$ cat src/rtl/motor_cmd_spi_rx.sv
// SPI-slave (mode 0) receiver for 16-bit motor commands, with SDO readback of the
// applied command and a loss-of-command watchdog that stops both motors.
module motor_cmd_spi_rx #(
   parameter int SYNC_STAGES = 2,
   parameter int WDOG_WIDTH  = 24,
   parameter int WDOG_LIMIT  = 12000000
) (
   input  logic       clk,
   input  logic       reset,
   input  logic       sclk,
   input  logic       cs_n,
   input  logic       sdi,
   output logic       sdo,
   output logic       motor1_sign,
   output logic [6:0] motor1_period,
   output logic       motor2_sign,
   output logic [6:0] motor2_period,
   output logic       cmd_valid,
   output logic       frame_error,
   output logic       wdog_timeout
);

   typedef enum logic [1:0] {WAIT_IDLE, IDLE, SHIFT, COMMIT} state_t;

   localparam logic [WDOG_WIDTH-1:0] WDOG_LAST = WDOG_WIDTH'(WDOG_LIMIT - 1);

   logic [2:0]                   async_in;
   logic [2:0][SYNC_STAGES-1:0] sync_reg;
   logic                         sclk_s, cs_s, sdi_s;
   logic                         sclk_prev_reg, cs_prev_reg;
   logic                         sclk_rise, sclk_fall, cs_fall, cs_rise;

   state_t                       state_reg;
   logic [4:0]                   bit_cnt_reg;
   logic [15:0]                  rx_shift_reg;
   logic [15:0]                  rb_reg;
   logic [15:0]                  cmd_reg;
   logic                         sdo_reg;
   logic                         cmd_valid_reg, frame_error_reg, wdog_timeout_reg;
   logic [WDOG_WIDTH-1:0]        wdog_cnt_reg;
   logic                         commit_ok;

   assign async_in = {sdi, cs_n, sclk};

   // cs_n chain resets to 0 so a select held low across reset is never seen as a fresh fall
   always_ff @(posedge clk or negedge reset) begin
      if (!reset) begin
         sync_reg      <= '0;
         sclk_prev_reg <= 1'b0;
         cs_prev_reg   <= 1'b0;
      end else begin
         for (int i = 0; i < 3; i++) begin
            sync_reg[i] <= {sync_reg[i][SYNC_STAGES-2:0], async_in[i]};
         end
         sclk_prev_reg <= sclk_s;
         cs_prev_reg   <= cs_s;
      end
   end

   assign sclk_s    = sync_reg[0][SYNC_STAGES-1];
   assign cs_s      = sync_reg[1][SYNC_STAGES-1];
   assign sdi_s     = sync_reg[2][SYNC_STAGES-1];
   assign sclk_rise = sclk_s & ~sclk_prev_reg;
   assign sclk_fall = ~sclk_s & sclk_prev_reg;
   assign cs_rise   = cs_s & ~cs_prev_reg;
   assign cs_fall   = ~cs_s & cs_prev_reg;

   assign commit_ok = (state_reg == COMMIT) && (bit_cnt_reg == 5'd16);

   always_ff @(posedge clk or negedge reset) begin
      if (!reset) begin
         state_reg        <= WAIT_IDLE;
         bit_cnt_reg      <= '0;
         rx_shift_reg     <= '0;
         rb_reg           <= '0;
         cmd_reg          <= '0;
         sdo_reg          <= 1'b0;
         cmd_valid_reg    <= 1'b0;
         frame_error_reg  <= 1'b0;
         wdog_timeout_reg <= 1'b0;
         wdog_cnt_reg     <= '0;
      end else begin
         cmd_valid_reg   <= 1'b0;
         frame_error_reg <= 1'b0;
         sdo_reg         <= (state_reg == SHIFT) && rb_reg[15];

         case (state_reg)
            WAIT_IDLE: begin
               if (cs_s) state_reg <= IDLE;
            end
            IDLE: begin
               if (cs_fall) begin
                  bit_cnt_reg <= '0;
                  rb_reg      <= cmd_reg;
                  state_reg   <= SHIFT;
               end
            end
            SHIFT: begin
               if (sclk_rise) begin
                  rx_shift_reg <= {rx_shift_reg[14:0], sdi_s};
                  if (bit_cnt_reg != 5'd17) bit_cnt_reg <= bit_cnt_reg + 5'd1;
               end
               // zero fill leaves sdo low once all 16 readback bits have gone out
               if (sclk_fall) rb_reg <= {rb_reg[14:0], 1'b0};
               if (cs_rise) state_reg <= COMMIT;
            end
            COMMIT: begin
               state_reg <= IDLE;
               if (bit_cnt_reg != 5'd16 && bit_cnt_reg != 5'd0) frame_error_reg <= 1'b1;
            end
            default: state_reg <= WAIT_IDLE;
         endcase

         // a valid commit takes priority over a coincident watchdog expiry
         if (commit_ok) begin
            cmd_reg          <= rx_shift_reg;
            cmd_valid_reg    <= 1'b1;
            wdog_cnt_reg     <= '0;
            wdog_timeout_reg <= 1'b0;
         end else if (!wdog_timeout_reg) begin
            if (wdog_cnt_reg == WDOG_LAST) begin
               wdog_timeout_reg <= 1'b1;
               cmd_reg          <= '0;
            end else begin
               wdog_cnt_reg <= wdog_cnt_reg + 1'b1;
            end
         end
      end
   end

   assign sdo           = sdo_reg;
   assign motor1_sign   = cmd_reg[15];
   assign motor1_period = cmd_reg[14:8];
   assign motor2_sign   = cmd_reg[7];
   assign motor2_period = cmd_reg[6:0];
   assign cmd_valid     = cmd_valid_reg;
   assign frame_error   = frame_error_reg;
   assign wdog_timeout  = wdog_timeout_reg;

endmodule

$ cat config.mk
export PLATFORM = sky130hd
export DESIGN_NAME = motor_cmd_spi_rx
export DESIGN_NICKNAME = d
export VERILOG_FILES = /design/src/rtl/motor_cmd_spi_rx.sv
export SDC_FILE = /design/constraint.sdc
export NUM_CORES = 1
export LEC_CHECK = 0
export CAP_MARGIN = 20
export CORE_AREA = 2 2 123 65
export DETAILED_ROUTE_END_ITERATION = 10
export DIE_AREA = 0 0 125 67
export PLACE_DENSITY = 0.78
export SKIP_CTS_REPAIR_TIMING = 1
export SYNTH_ARGS = -nofsm -noshare
export SYNTH_HDL_FRONTEND = slang
export SYNTH_SLANG_ARGS = --single-unit
$ cat constraint.sdc
create_clock -name clk -period 2.65 [get_ports clk]
set_input_delay 0.795 -clock clk [delete_from_list [all_inputs] [get_ports clk]]
set_output_delay 0.795 -clock clk [all_outputs]
set_load 0.02 [all_outputs]
## After elaboration in Yosys (flattened, before gate mapping)

Index checks and enable logic that the tools add are counted.
W data, S select, Z words.

- Multipliers: 0
- Shift-type cells: 0
- Bitwise logic cells: 8
- Mux-type cells: 23
- Div/mod/pow operators: 0
- Magnitude comparators: 0
- Reduce and logical (&&, ||, !) cells: 13
- Equal/unequal tests: 15
- Add/sub/neg operators: 2

Operators with widths:

| operator | number |
|---|---|
| $mux W16 | 5 |
| $mux W24 | 3 |
| $pmux W16 S2 | 1 |
| $add A24 B1 Y24 const B | 1 |
| $eq A24 B24 Y1 const B | 1 |
| $mux W5 | 3 |
| $ne A2 B2 Y1 const B | 6 |
| $ne A5 B5 Y1 const B | 2 |
| $pmux W5 S2 | 1 |
| $pmux W2 S4 | 1 |
| $mux W1 | 6 |
| $mux W2 | 3 |
| $reduce_and A2 Y1 | 3 |
| $reduce_and A3 Y1 | 2 |
| $add A5 B1 Y5 const B | 1 |
| $eq A5 B5 Y1 const B | 1 |
| $reduce_bool A5 Y1 | 1 |
| $and A1 B1 Y1 | 4 |
| $eq A2 B2 Y1 const B | 2 |
| $ne A2 B1 Y1 const B | 2 |
| $not A1 Y1 | 4 |
| $reduce_and A4 Y1 | 1 |
| $reduce_bool A2 Y1 | 2 |
| $logic_and A1 B1 Y1 | 3 |
| 2 further kinds | 2 |

- Memories kept: 0
- Register bits: 91
- Bits in writable memories: 0
- Bits in latches: 0
- Input port bits: 5
- ROM bits: 0

## Longest topological paths before layout

Gate-level depths: netlist of run 1.

- Depth after elaboration: 4
- Mapped depth: 8

## Least setup slack after synthesis of run 1

No wires, ideal clock.

- Kind: register to register
- Start: register state_reg[0]
- End: register rb_reg[10]
- Slack: 0.576 ns
- Clock period less this slack: 2.074 ns
- Library setup time: 0.125 ns
- Arrival time: 1.950 ns
- Cell stages (with the launch flop): 8
- Required time: 2.525 ns
- Buffers on the path: 2
- Cell sequence: dfrtp_1 -> inv_1 -> ha_1 -> clkbuf_1 -> a22o_1 -> nor2_1 -> buf_2 -> mux2_2

- Word-level cells in the longest chain between the ends: 3

RTL lines:

| element | RTL line | text |
|---|---|---|
| start, declared | 33 | `state_t state_reg;` |
| start signal, assigned | 72 | `state_reg <= WAIT_IDLE;` |
| start signal, assigned | 89 | `if (cs_s) state_reg <= IDLE;` |
| start signal, assigned | 95 | `state_reg <= SHIFT;` |
| $eq A2 B2 Y1 / $eq A2 B1 Y1 (equally long branches) | 87 | `case (state_reg)` |
| $ne A2 B2 Y1 (no source line) / $reduce_bool A2 Y1 (equally long branches) | -- |  |
| $reduce_and A3 Y1 (no source line) | -- |  |
| end signal, assigned | 94 | `rb_reg <= cmd_reg;` |
| end signal, assigned | 104 | `if (sclk_fall) rb_reg <= {rb_reg[14:0], 1'b0};` |
| end, declared | 36 | `logic [15:0] rb_reg;` |

Several ways; a longest one is shown, not always the timed one.
A chain may end at the register's enable or synchronous reset.

## Final worst setup path of run 1

- Start: register wdog_timeout_reg, in the netlist wdog_timeout
- End: output wdog_timeout

RTL lines:

| element | RTL line | text |
|---|---|---|
| start, declared | 39 | `logic cmd_valid_reg, frame_error_reg, wdog_timeout_reg;` |
| start signal, assigned | 80 | `wdog_timeout_reg <= 1'b0;` |
| start signal, assigned | 119 | `wdog_timeout_reg <= 1'b0;` |
| start signal, assigned | 122 | `wdog_timeout_reg <= 1'b1;` |
| end, declared | 20 | `output logic wdog_timeout` |

No word-level cell between the ends.

==> results by group, run 1 <==
Timing
  – Final setup viols: 0
  – RSZ-0062 raised after global routing: no
  – Slew @ Worst Pin: roughly 0.71 ns
  – Post-layout minimum cycle time: 2.39 ns
  – Tcrit/Tclk final: approximately nine tenths
  – Maximum clock rate: 419 MHz
  – Max-slew violation count: 0
  – Slew margin rel.: ~52%
  – Clk_skew: 0.00491 ns
  – Setup TNS Final: 0 ns
  – Fin. Hold Viols: 0
  – Setup WS post-layout: about 0.26 ns

Critical path
  – CP startpoint kind: register
  – Critical Path RT: 1.86 ns
  – Max incr delay on CP: between 0.6 and 0.7 ns
  – CP bufs+invs: 1
  – Crit-path cells: clkdlybuf4s50_1
  – CP max FO: 12
  – Crit end category: output pin
  – Kind of critical path: register to output pin
  – CP Data Arrival Time: 1.59 ns
  – CP max-delay cell: clkdlybuf4s50_1
  – Largest delay contributor family on the critical path: buffers and inverters

Route
  – Post-DRT Antenna Nets: 0
  – Drt drc: 0
  – DRT Wirelength: 8250 um
  – DRT Pass-1 Iters: 5
  – Vias per std cell: around 6.1
  – Starting DRT DRC Count: between 200 and 300
  – Via count: about 3k
  – Per-cell routed wire length: roughly 17 um

Yosys
  – Cell taking the most area after synthesis: dfrtp_1
  – Most common cell in the synthesized netlist: dfrtp_1
  – Synthesized cell area: around 4200 sq um
  – Synth cell count leaders: 91 x dfrtp_1, 50 x mux2_2, 23 x nand2_1, 18 x a21oi_1, 18 x a22o_1
  – FFs w/ async S/R, synth: between 90% and 100%
  – Seq/Total Area, Yosys: around 54%
  – Synth Area per Inst: approximately 12 sq um
  – Top cell type's share of synthesized area: a little over half
  – Syn Nets: between 300 and 400
  – #FFs+latches synth: 91
  – Post-Syn Instances: between 300 and 400
  – Top FF cell, synth: dfrtp_1
  – Post-synth EDFFs: 0
  – Synth area leaders: dfrtp_1 54%, mux2_2 13%, a22o_1 3.7%
  – Yosys warns: 0
  – Netlist cell types: slightly above 40

Cells and area
  – Area grow syn2layout: 16.3%
  – Number of antenna diodes: 0
  – Max reg flops: 24
  – Layout cells sized above 1: between 20% and 30%
  – Multi-input gate area: 1850 sq um
  – FILL cells: about 510
  – Register Area: between 2000 and 2500 sq um
  – Layout Nets: about 400

Global routing
  – Initial antenna violation count: 0
  – Met1 Track Usage GR: 27.2%
  – Met3 usage: 5.62%
  – GRT overflow: 0
  – Met2 Use GR: ~38%
  – GRT Util Overall: approximately 22%
  – Top Usage Layer GRT: met2
  – Largest net degree at the start of global routing: between 50 and 60
  – First-pass GRT wire length: ~14000 um
  – Vias in the first global route: 2969

Flow run
  – MaxCap Viol Count: 0

Floorplanning
  – Top-Level Pins: 25
  – Die Wd: 125 um
  – Core ar.: 7210 sq um
  – Initial core utilization: 58.8%
  – Die height: ~67 um
  – Die ar.: 8380 sq um
  – Row count: 22

Place
  – DP HPWL: 5340 um
  – Dpl ws: roughly 0.45 ns
  – GP Congestion: 0.945
  – IO Port Bufs: 24

Power and ir drop
  – Pwr/cell area: roughly 700 nW/um^2
  – VDD IR-drop max: 0.502 mV
  – Leakage power: about 2.3 nW

CTS
  – Total CTS buffers: 9
  – Clock Tree Root: clkbuf_16
  – Clk_lat worst skew: 0.34 ns
  – CTS tree: built
  – Clk sinks: 91
  – H-tree depth: 3
  – CTS clk-pin slew, worst paths: about 0.060 ns
  – CTS Buffer Depth: 2

Status
  – Status: finished clean

Worst hold path
  – Hold Crit Class: register to register
[worst register-to-register path, delay by kind of cell (launching register included)]
family	cells	cell delay [ns]
buf+inv	1	0.12
fa+ha+maj	1	0.59
simple gates	2	0.68
flops	1	0.42
compound gates	2	0.39
[layout by cell type, fill, tap and decap left out, types with 3 or more instances in the layout]
master | netlist | routed
and2_1 | 3 | 3
and4_1 | 6 | 6
clkdlybuf4s50_1 | 0 | 23
o21ai_0 | 5 | 5
or4_1 | 7 | 7
ha_1 | 9 | 9
or3_1 | 4 | 4
nor4_1 | 3 | 3
inv_1 | 9 | 9
nand2b_1 | 13 | 13
a211oi_1 | 5 | 5
o31ai_1 | 7 | 7
clkbuf_16 | 0 | 9
nand4_1 | 9 | 9
buf_4 | 0 | 9
nor3_1 | 3 | 3
mux2_2 | 50 | 50
nor2_1 | 6 | 6
a21oi_1 | 18 | 18
nand3_1 | 11 | 11
a22o_1 | 18 | 18
dfrtp_1 | 91 | 91
mux2i_1 | 12 | 12
nor2b_1 | 5 | 5
nand2_1 | 23 | 23
[cells by family (layout without fill, tap and decap cells)]
family / count (synthesis) / in the layout / synth area share [%]
muxes: 62 / 62 / 16.1
and+or+nand+nor: 105 / 105 / 14.6
AOI/OAI and AO/OA: 62 / 62 / 10.3
buffers and inverters: 26 / 58 / 2.60
adders and majority gates: 9 / 9 / 2.66
DFF: 91 / 91 / 53.7
[path summary, 6_finish.rpt]
check	from	end	slack [ns]	cells past startpoint
max in group asynchronous	reset	wdog_cnt_reg[5]	1.59	2
min in group asynchronous	reset	rx_shift_reg[4]	0.43	1
hold / removal	sync_reg[4]	sdi_s	0.36	0
setup reg to reg	state_reg[0]	bit_cnt_reg[4]	0.36	6
hold reg to reg	sync_reg[4]	sdi_s	0.36	0
setup / recovery	wdog_timeout	wdog_timeout	0.26	1
[layer usage]
| metal | share of wire (%) | wire length, um |
|---|---|---|
| met5 | 0 | 0 |
| met1 | 44 | 3650 |
| met4 | 1.6 | 130 |
| met3 | 4.3 | 355 |
| met2 | 50 | 4110 |
[power by group]
| part | total, mW | leakage, nW | switching, mW | internal [mW] |
|---|---|---|---|---|
| sequential | 1.50 | 1.23 | 0.0517 | 1.45 |
| clock | 1.37 | 0.155 | 0.518 | 0.851 |
| combinational | 0.570 | 0.878 | 0.307 | 0.263 |
| total | 3.44 | 2.26 | 0.877 | 2.57 |
[area by class of cell]
| type | instances | share of cell area (%) |
|---|---|---|
| sequential | 91 | 46.2 |
| multi-input combinational | 238 | 37.6 |
| timing repair buffer | 33 | 6.45 |
| clock buffer | 10 | 4.85 |
| tap | 96 | 2.44 |
| clock inverter | 6 | 1.80 |
| inverter | 9 | 0.685 |
[through the flow]
stage / instances / total power, mW / instance area (sq um) / hold WS (ns) / utilization (%)
2_1_floorplan: 355 / 1.93 / 4240 / 0.331 / -
3_3_place_gp: 467 / 2.06 / 4600 / 0.335 / 63.8
3_5_place_dp: 467 / 2.10 / 4600 / 0.342 / 63.8
4_1_cts: 483 / 3.47 / 4930 / 0.355 / 68.3
5_1_grt: 483 / 3.59 / 4930 / 0.355 / 68.3
6_report: 483 / 3.44 / 4930 / 0.356 / 68.3
Power figures use the tool's default switching activity.
==> run 2: changes to the inputs <==
--- a/config.mk
+++ b/config.mk
@@ -10,7 +10,6 @@
 export DETAILED_ROUTE_END_ITERATION = 10
 export DIE_AREA = 0 0 125 67
 export PLACE_DENSITY = 0.78
-export SKIP_CTS_REPAIR_TIMING = 1
 export SYNTH_ARGS = -nofsm -noshare
 export SYNTH_HDL_FRONTEND = slang
 export SYNTH_SLANG_ARGS = --single-unit
==> results of run 2 <==
Final layout, timing and power as in run 1 (identical DEF).
